**config.mk**
```make
export PLATFORM = sky130hd
export DESIGN_NAME = sram_controller
export DESIGN_NICKNAME = d
export VERILOG_FILES = /design/src/rtl/sram_controller.sv
export SDC_FILE = /design/constraint.sdc
export NUM_CORES = 1
export LEC_CHECK = 0
export CORE_UTILIZATION = 30
export CTS_CLUSTER_SIZE = 8
export DETAILED_ROUTE_END_ITERATION = 7
export SLEW_MARGIN = 20
export SYNTH_ARGS = -nofsm -noshare
export SYNTH_HDL_FRONTEND = slang
export SYNTH_SLANG_ARGS = --single-unit
```
**constraint.sdc**
```tcl
create_clock -name clk -period 1.95 [get_ports clk]
set_clock_uncertainty 0.15 [all_clocks]
set_input_delay 0.195 -clock clk [delete_from_list [all_inputs] [get_ports clk]]
set_output_delay 0.195 -clock clk [all_outputs]
set_load 0.005 [all_outputs]
```
**src/rtl/sram_controller.sv**
```systemverilog
// rtl/sram_controller.sv - 32-bit word access sequencer for a 16-bit asynchronous SRAM (optional read buffer: SRAM_READ_BUFFER_EN)
module sram_controller #(
    parameter int BASE_ADDR   = 1024,
    parameter int WAIT_CYCLES = 2,
    parameter int SRAM_AW     = 18
) (
    input  logic               clk,
    input  logic               rst,
    input  logic               rd_en,
    input  logic               wr_en,
    input  logic [31:0]        address,
    input  logic [31:0]        write_data,
    output logic [31:0]        read_data,
    output logic               ready,
    output logic [SRAM_AW-1:0] sram_addr,
    output logic [15:0]        sram_dq_out,
    input  logic [15:0]        sram_dq_in,
    output logic               sram_dq_oe,
    output logic               sram_we_n,
    output logic               sram_oe_n
);

    typedef enum logic [1:0] {
        S_IDLE = 2'd0,
        S_LOW  = 2'd1,
        S_HIGH = 2'd2,
        S_DONE = 2'd3
    } state_t;

    // Word index width: one address bit is spent on the half-word select.
    localparam int          IW        = SRAM_AW - 1;
    localparam logic [3:0]  LP_RELOAD = 4'(WAIT_CYCLES - 1);

    state_t          r_state;
    logic [3:0]      r_cnt;
    logic            r_is_wr;
    logic [IW-1:0]   r_idx;
    logic [15:0]     r_low;
    logic [31:0]     r_read_data;
    logic [SRAM_AW-1:0] r_addr;
    logic [15:0]     r_dq_out;
    logic            r_dq_oe;
    logic            r_we_n;
    logic            r_oe_n;

    logic            w_req;
    logic [31:0]     w_offset;
    logic [IW-1:0]   w_word_idx;
    logic            w_last;

    assign w_req      = rd_en | wr_en;
    assign w_offset   = address - 32'(BASE_ADDR);
    // Byte offset to word index; the cast drops address[1:0] and wraps out-of-range words.
    assign w_word_idx = IW'(w_offset >> 2);
    assign w_last     = (r_cnt == 4'd0);

`ifdef SRAM_READ_BUFFER_EN
    logic            r_buf_valid;
    logic [IW-1:0]   r_buf_idx;
    logic [31:0]     r_buf_data;
    logic            w_hit;

    // A pure read (a simultaneous write wins) that matches the buffered word.
    assign w_hit = rd_en & ~wr_en & r_buf_valid & (r_buf_idx == w_word_idx);

    // Buffer fill on read completion; write-through update when a write hits the buffered word.
    always_ff @(posedge clk) begin
        if (rst) begin
            r_buf_valid <= 1'b0;
            r_buf_idx   <= '0;
            r_buf_data  <= 32'h0;
        end else if (r_state == S_HIGH && w_last) begin
            if (!r_is_wr) begin
                r_buf_valid <= 1'b1;
                r_buf_idx   <= r_idx;
                r_buf_data  <= {sram_dq_in, r_low};
            end else if (r_buf_valid && r_buf_idx == r_idx) begin
                r_buf_data  <= write_data;
            end
        end
    end
`endif

    // Access sequencer: state, wait counter, read capture and registered SRAM pins.
    always_ff @(posedge clk) begin
        if (rst) begin
            r_state     <= S_IDLE;
            r_cnt       <= 4'd0;
            r_is_wr     <= 1'b0;
            r_idx       <= '0;
            r_low       <= 16'h0;
            r_read_data <= 32'h0;
            r_addr      <= '0;
            r_dq_out    <= 16'h0;
            r_dq_oe     <= 1'b0;
            r_we_n      <= 1'b1;
            r_oe_n      <= 1'b1;
        end else begin
            case (r_state)
                S_IDLE: begin
`ifdef SRAM_READ_BUFFER_EN
                    if (w_hit) begin
                        r_state     <= S_DONE;
                        r_read_data <= r_buf_data;
                    end else
`endif
                    if (w_req) begin
                        // Operation and word index are frozen here for the whole access.
                        r_state  <= S_LOW;
                        r_cnt    <= LP_RELOAD;
                        r_is_wr  <= wr_en;
                        r_idx    <= w_word_idx;
                        r_addr   <= {w_word_idx, 1'b0};
                        r_dq_out <= wr_en ? write_data[15:0] : 16'h0;
                        r_dq_oe  <= wr_en;
                        r_we_n   <= ~wr_en;
                        r_oe_n   <= wr_en;
                    end
                end
                S_LOW: begin
                    if (w_last) begin
                        if (!r_is_wr) begin
                            r_low <= sram_dq_in;
                        end
                        r_state  <= S_HIGH;
                        r_cnt    <= LP_RELOAD;
                        r_addr   <= {r_idx, 1'b1};
                        r_dq_out <= r_is_wr ? write_data[31:16] : 16'h0;
                    end else begin
                        r_cnt    <= r_cnt - 4'd1;
                        r_dq_out <= r_is_wr ? write_data[15:0] : 16'h0;
                    end
                end
                S_HIGH: begin
                    if (w_last) begin
                        // Both halves land in read_data together so it never shows a torn word.
                        if (!r_is_wr) begin
                            r_read_data <= {sram_dq_in, r_low};
                        end
                        r_state  <= S_DONE;
                        r_dq_out <= 16'h0;
                        r_dq_oe  <= 1'b0;
                        r_we_n   <= 1'b1;
                        r_oe_n   <= 1'b1;
                    end else begin
                        r_cnt    <= r_cnt - 4'd1;
                        r_dq_out <= r_is_wr ? write_data[31:16] : 16'h0;
                    end
                end
                S_DONE: begin
                    // Never accept a request here; the requester sees ready=1 first.
                    r_state <= S_IDLE;
                end
                default: begin
                    r_state <= S_IDLE;
                end
            endcase
        end
    end

    // Pipeline freeze: low while a request waits in IDLE or a phase is running.
    always_comb begin
        ready = 1'b1;
        case (r_state)
            S_IDLE:  ready = ~w_req;
            S_LOW:   ready = 1'b0;
            S_HIGH:  ready = 1'b0;
            S_DONE:  ready = 1'b1;
            default: ready = 1'b1;
        endcase
    end

    assign read_data   = r_read_data;
    assign sram_addr   = r_addr;
    assign sram_dq_out = r_dq_out;
    assign sram_dq_oe  = r_dq_oe;
    assign sram_we_n   = r_we_n;
    assign sram_oe_n   = r_oe_n;

endmodule

```
==> results of run 1 <==
==> cells by family after synthesis <==
logic type | after synthesis | synth area share
flip-flops | 109 | 0.477
XOR/XNOR | 6 | 0.0115
adder cells (fa/ha/maj) | 8 | 0.0219
AND/OR/NAND/NOR | 227 | 0.226
multiplexers | 12 | 0.0262
buffers and inverters | 49 | 0.0511
AO/OA/AOI/OAI | 132 | 0.187
==> report_power, final <==
part / switching, mW / internal [mW]
logic: 2.21 / 2.34
clock network: 0.864 / 0.885
registers: 0.303 / 2.78
total: 3.38 / 6.00
==> layout by cell type (no fill, tap or decap), types with 3 or more instances in the layout <==
master / Yosys / final
clkdlybuf4s50_1: 0 / 136
nand2_1: 124 / 115
dfxtp_1: 109 / 106
a21oi_1: 58 / 43
nor2_1: 43 / 42
buf_4: 2 / 38
a21oi_2: 11 / 25
nor3_1: 17 / 17
o21ai_0: 14 / 13
a221oi_1: 17 / 13
nand2_2: 10 / 12
mux2i_1: 12 / 12
clkbuf_16: 0 / 12
a211oi_1: 12 / 11
nand2_4: 0 / 7
inv_1: 9 / 5
nand3b_1: 5 / 5
nand2b_1: 5 / 5
nand3_1: 5 / 5
buf_12: 0 / 5
inv_2: 0 / 4
a221oi_2: 0 / 4
ha_1: 8 / 4
buf_6: 4 / 4
xnor2_1: 3 / 3
nand4_1: 3 / 3
o221ai_1: 3 / 3
xor2_1: 3 / 3
clkinv_4: 0 / 3
dfxtp_2: 0 / 3
==> layout make-up <==
cell class	count	area, um2	share of cell area
clock buffer	9	225	0.0321
clock inverter	7	58.8	0.00837
inverter	10	37.5	0.00534
multi-input combinational	385	2370	0.338
sequential	109	2190	0.311
tap	184	230	0.0328
timing repair buffer	189	1910	0.272
==> critical path: cells and delay by family (launching register included) <==
kind | cells | cell delay (ns)
flip-flops | 1 | 0.33
AO/OA/AOI/OAI | 1 | 0.13
AND/OR/NAND/NOR | 3 | 0.70
buffers and inverters | 3 | 0.40
adder cells (fa/ha/maj) | 1 | 0.14
==> metrics by stage <==
step                      power [mW]  cell area, um2
after floorplan                 5.24            4580
after global placement          6.87            6310
after detailed placement        6.98            6310
after CTS                       8.91            6710
after global routing            10.0            7030
final                           9.38            7030
==> sequential cells by signal, indices dropped and copies added (netlist names) <==
register / flops
r_state: 2
sram_dq_oe: 1
sram_addr: 18
r_is_wr: 1
sram_oe_n: 1
sram_dq_out: 16
r_idx: 17
sram_we_n: 1
r_cnt: 4
read_data: 32
r_low: 16
==> what timing repair did <==
action / in CTS / in global routing
hold endpoints to repair: 0 / 0
pin swaps: 3 / 18
setup endpoints to repair: 47 / 84
resized for setup: 19 / 50
gates cloned: 1 / 3
setup buffers: 3 / 8
==> path summary, 6_finish.rpt <==
path / startpoint / to / slack, ns / depth (start not counted)
hold reg to reg: r_low[3] / read_data[3] / 0.30 / 2
hold / removal: rst / r_idx[0] / 0.03 / 2
setup / recovery: r_cnt[0] / read_data[9] / 0.02 / 8
setup reg to reg: r_cnt[0] / read_data[9] / 0.02 / 8
==> per-layer routing <==
metal / vias up / part of all wire
li1: 2201 / -
met1: 2071 / 0.45
met2: 108 / 0.46
met3: 16 / 0.073
met4: 0 / 0.012
met5: - / 0
==> synth_stat cells, types with 2 or more instances <==
library cell and number:
a211oi_1 12, a21o_1 2, a21oi_1 58, a21oi_2 11, a221oi_1 17, buf_1 4, buf_2 8, buf_4 2
buf_6 4, clkbuf_1 19, clkbuf_2 2, dfxtp_1 109, ha_1 8, inv_1 9, mux2i_1 12, nand2_1 124
nand2_2 10, nand2b_1 5, nand3_1 5, nand3b_1 5, nand4_1 3, nor2_1 43, nor3_1 17, nor3b_1 2
nor3b_4 2, o211ai_1 2, o21ai_0 14, o221ai_1 3, o22ai_1 2, or3_1 2, xnor2_1 3, xor2_1 3
==> impl_metrics.toml, run 1 <==
[route]
antenna_left = 0
drt_drc_violations_left = 11
wire_per_inst_um = 14.8
dr.pass1.iters = 7
dr.first_iter.drc_count = 154
vias_per_cell = 4.92
vias = 4396
drt_wl_total_mm = 13.2

[pwr]
ir_drop_mv = 0.561
p_leak_nw = 2.58
p_per_area_mw_per_mm2 = 1330

[global_route]
overflow = 0
grt_usage = 0.162
grt_use_met1 = 0.195
grt.busiest_layer = "met2"
grt_use_met3 = 0.0616
grt_pass1_vias = 4267
use_met2 = 0.268
antenna_found_initial = 0
grt_max_degree = 48
grt_pass1_wl_mm = 20.6

[place]
dp.cells = 862
gp_routability_congestion = 0.765
portBuffers = 138
hpwlAfterDp_mm = 8.69
dpl_worst_slack_ns = -0.253

[setup_path]
arrival_ns = 2.06
worst-path-max-fanout = 8
start_kind = "flip-flop"
cp-end-kind = "flip-flop"
cp_slowest_cell = "or3b_4"
cp_slowest_stage_delay_ns = 0.40
critical_path_class = "reg -> reg"
crit_chain = "inv_2 > ha_4 > or3b_4 > nor3b_4 > buf_6 > clkbuf_16 > nand2_4 > a21oi_2"
cp.required_ns = 2.08

[floorplan]
die_h_um = 126
core_mm2 = 0.0147
start_util = 0.312
die_w_um = 126
rows = 44
die-area_mm2 = 0.0158
ioPinCount = 154

[cells_and_area]
nFillCells = 1383
drive_above_1_share = 0.202
n_antenna_cell = 0
fin_cells = 893
fin_util = 0.478
final_nets = 796
areaGrowthSynthToFinish_pct = 53.4

[clocking]
cts_root_buf = "clkbuf_16"
clock_path_buffers = 2
clock_latency_ns = 0.35
cts_buffers = 9
htree_levels = 3
cts.sinks = 109
cts_tree = "yes"
clkTransAtPathRegs_ns = 0.07
holdBufCountCts = 0

[timing]
worst_slack_ns = 0.0229
report.final.slew_viol_count = 0
worstMarginPinSlew_ns = 0.610
fin_crit_ns = 1.93
timing.fmax_mhz = 519
relSlewSlack = 0.593
rsz0062_at_grt = "yes"
whs_ns = 0.0300
finalCritPeriodShare = 0.988
fin_setup_tns_ns = 0
finalHoldViolCount = 0
report.final.setup_viol = 0

[min_path]
hp-class = "in -> reg"

[job]
cap_violations = 0

[synth]
synth_ff_type = "dfxtp_1"
synth-edff-count = 0
synthesis.instances = 543
syn_area_per_cell_um2 = 8.43
ys_types = 53
synth_area_leaders = "dfxtp_1 48%, nand2_1 10%, a21oi_1 6.3%, nor2_1 3.5%, a221oi_1 3.3%"
yosys.area.top_type = "dfxtp_1"
synth_top_area_frac = 0.477
synthArstFlopShare = 0
yosys_warnings = 0
syn_nets = 635
ys_seq_elements = 109
synth_seq_area_share = 0.477
syn_area_mm2 = 0.00458

[run_status]
violations = "DRC"
status = "complete, but fails checks"
Note: power is estimated with default switching activity, not from simulation.
==> inputs of run 2 (changes only) <==
--- a/config.mk
+++ b/config.mk
@@ -12,3 +12,4 @@
 export SYNTH_ARGS = -nofsm -noshare
 export SYNTH_HDL_FRONTEND = slang
 export SYNTH_SLANG_ARGS = --single-unit
+export TNS_END_PERCENT = 10
==> run 2 against run 1 <==
Effect of this change:
- the run still ends with DRC left
- non-clock buffer count fell by 9
- sequential power barely moved
- critical endpoint is now read_data[21]
- setup slack improved by 0.0090 ns
- critical path depth unchanged
- first-iteration DRC count increased by 22%
==> impl_metrics.toml, run 2 (synthesized netlist as in run 1, its figures left out) <==
[run_status]
status = "complete, but fails checks"
violations = "DRC"

[global_route]
overflow = 0
grt_max_degree = 48
antenna_found_initial = 0
grt_usage = 0.160
grt_pass1_wl_mm = 20.4
grt_pass1_vias = 4234

[timing]
report.final.setup_viol = 0
worst_slack_ns = 0.0320
worstMarginPinSlew_ns = 0.530
rsz0062_at_grt = "yes"
finalHoldViolCount = 0
fin_crit_ns = 1.92
relSlewSlack = 0.647
finalCritPeriodShare = 0.984
report.final.slew_viol_count = 0
timing.fmax_mhz = 521

[pwr]
p_per_area_mw_per_mm2 = 1340
ir_drop_mv = 0.563
p_leak_nw = 2.45

[clocking]
cts.sinks = 109
clkTransAtPathRegs_ns = 0.07
clock_latency_ns = 0.35
cts_tree = "yes"
cts_root_buf = "clkbuf_16"
cts_buffers = 9
clock_path_buffers = 2
htree_levels = 3

[cells_and_area]
fin_cells = 884
nFillCells = 1404
n_antenna_cell = 0
largest_reg_flops = 32
final_cell_mix = "136 x clkdlybuf4s50_1, 123 x nand2_1, 107 x dfxtp_1"
final_nets = 787
areaGrowthSynthToFinish_pct = 48.8
drive_above_1_share = 0.160
layout_commonest_cell = "clkdlybuf4s50_1"

[place]
dpl_worst_slack_ns = -0.253
portBuffers = 138
gp_routability_congestion = 0.765
hpwlAfterDp_mm = 8.69
dp.cells = 862

[route]
antenna_left = 0
wire_per_inst_um = 14.6
vias_per_cell = 4.93
dr.pass1.iters = 6
drt_wl_total_mm = 12.9
dr.first_iter.drc_count = 188
vias = 4354
drt_drc_violations_left = 11

[job]
cap_violations = 0

[floorplan]
die-area_mm2 = 0.0158
die_h_um = 126
start_util = 0.312
ioPinCount = 154
core_mm2 = 0.0147
rows = 44
die_w_um = 126

[setup_path]
worst-path-max-fanout = 16
arrival_ns = 2.05
cp.required_ns = 2.08
start_kind = "flip-flop"
cp-end-kind = "flip-flop"
critical_path_class = "reg -> reg"

[min_path]
hp-class = "in -> reg"
run 2: cell types whose count changed in the layout (fill, tap and decap cells not counted), moves of 2 or more:
cell	before	now
buf_6	4	2
nand2_4	7	0
a221oi_1	13	11
nand2_1	115	123
buf_4	38	32
a21oi_1	43	57
a21oi_2	25	11
a221oi_2	4	6
run 2: repair_timing:
action,CTS,global route
hold buffers,0,0
gates resized for setup,15,23
pin swaps,3,3
endpoints found under the setup margin,47,81
buffers inserted,1,3
gates cloned,0,2
run 2: final timing paths:
check / end / from / slack, ns / cells past startpoint
min reg2reg: read_data[3] / r_low[3] / 0.30 / 2
max reg2reg: read_data[21] / r_cnt[0] / 0.03 / 8
min: r_idx[0] / rst / 0.03 / 2
max: read_data[21] / r_cnt[0] / 0.03 / 8
run 2: worst max-delay path: stages, from the launching register on:
cell	delay, ns
dfxtp_1	0.33
inv_2	0.07
ha_4	0.14
or3b_4	0.43
nor3b_4	0.21
buf_6	0.15
clkbuf_16	0.18
nand2_1	0.08
a21oi_2	0.11
run 2: power breakdown:
group / internal [mW] / leakage, nW / total [mW] / switching, mW
sequential: 2.77 / 0.892 / 3.07 / 0.296
combinational: 2.17 / 1.42 / 4.31 / 2.13
clock: 0.885 / 0.138 / 1.74 / 0.859
total: 5.83 / 2.45 / 9.12 / 3.29
run 2: final cells by class:
type                            count  area, um2  area share
Timing Repair Buffer              180       1810       0.265
Clock inverter                      7       58.8     0.00863
Sequential cell                   109       2180       0.321
Multi-Input combinational cell    385       2270       0.333
Inverter                           10       37.5     0.00551
Clock buffer                        9        225      0.0330
Tap cell                          184        230      0.0338
run 2: metrics by stage:
stage | hold WS, ns | setup TNS (ns) | instance area [um2] | total power, mW | utilization
global route | 0.0444 | -0.740 | 6820 | 9.76 | 0.464
CTS | 0.0171 | 0 | 6650 | 8.82 | 0.453
global placement | 0.287 | -2.24 | 6310 | 6.87 | 0.429
floorplan | 0.141 | 0 | 4580 | 5.24 | -
finish | 0.0338 | 0 | 6820 | 9.12 | 0.464
detailed placement | 0.295 | -4.25 | 6310 | 6.98 | 0.429
run 2: per-layer routing:
metal	vias up	wire length, um	track usage
li1	2175	-	-
met1	2051	5790	0.195
met2	113	5970	0.261
met3	15	987	0.0620
met4	0	162	0.0481
met5	-	0	0
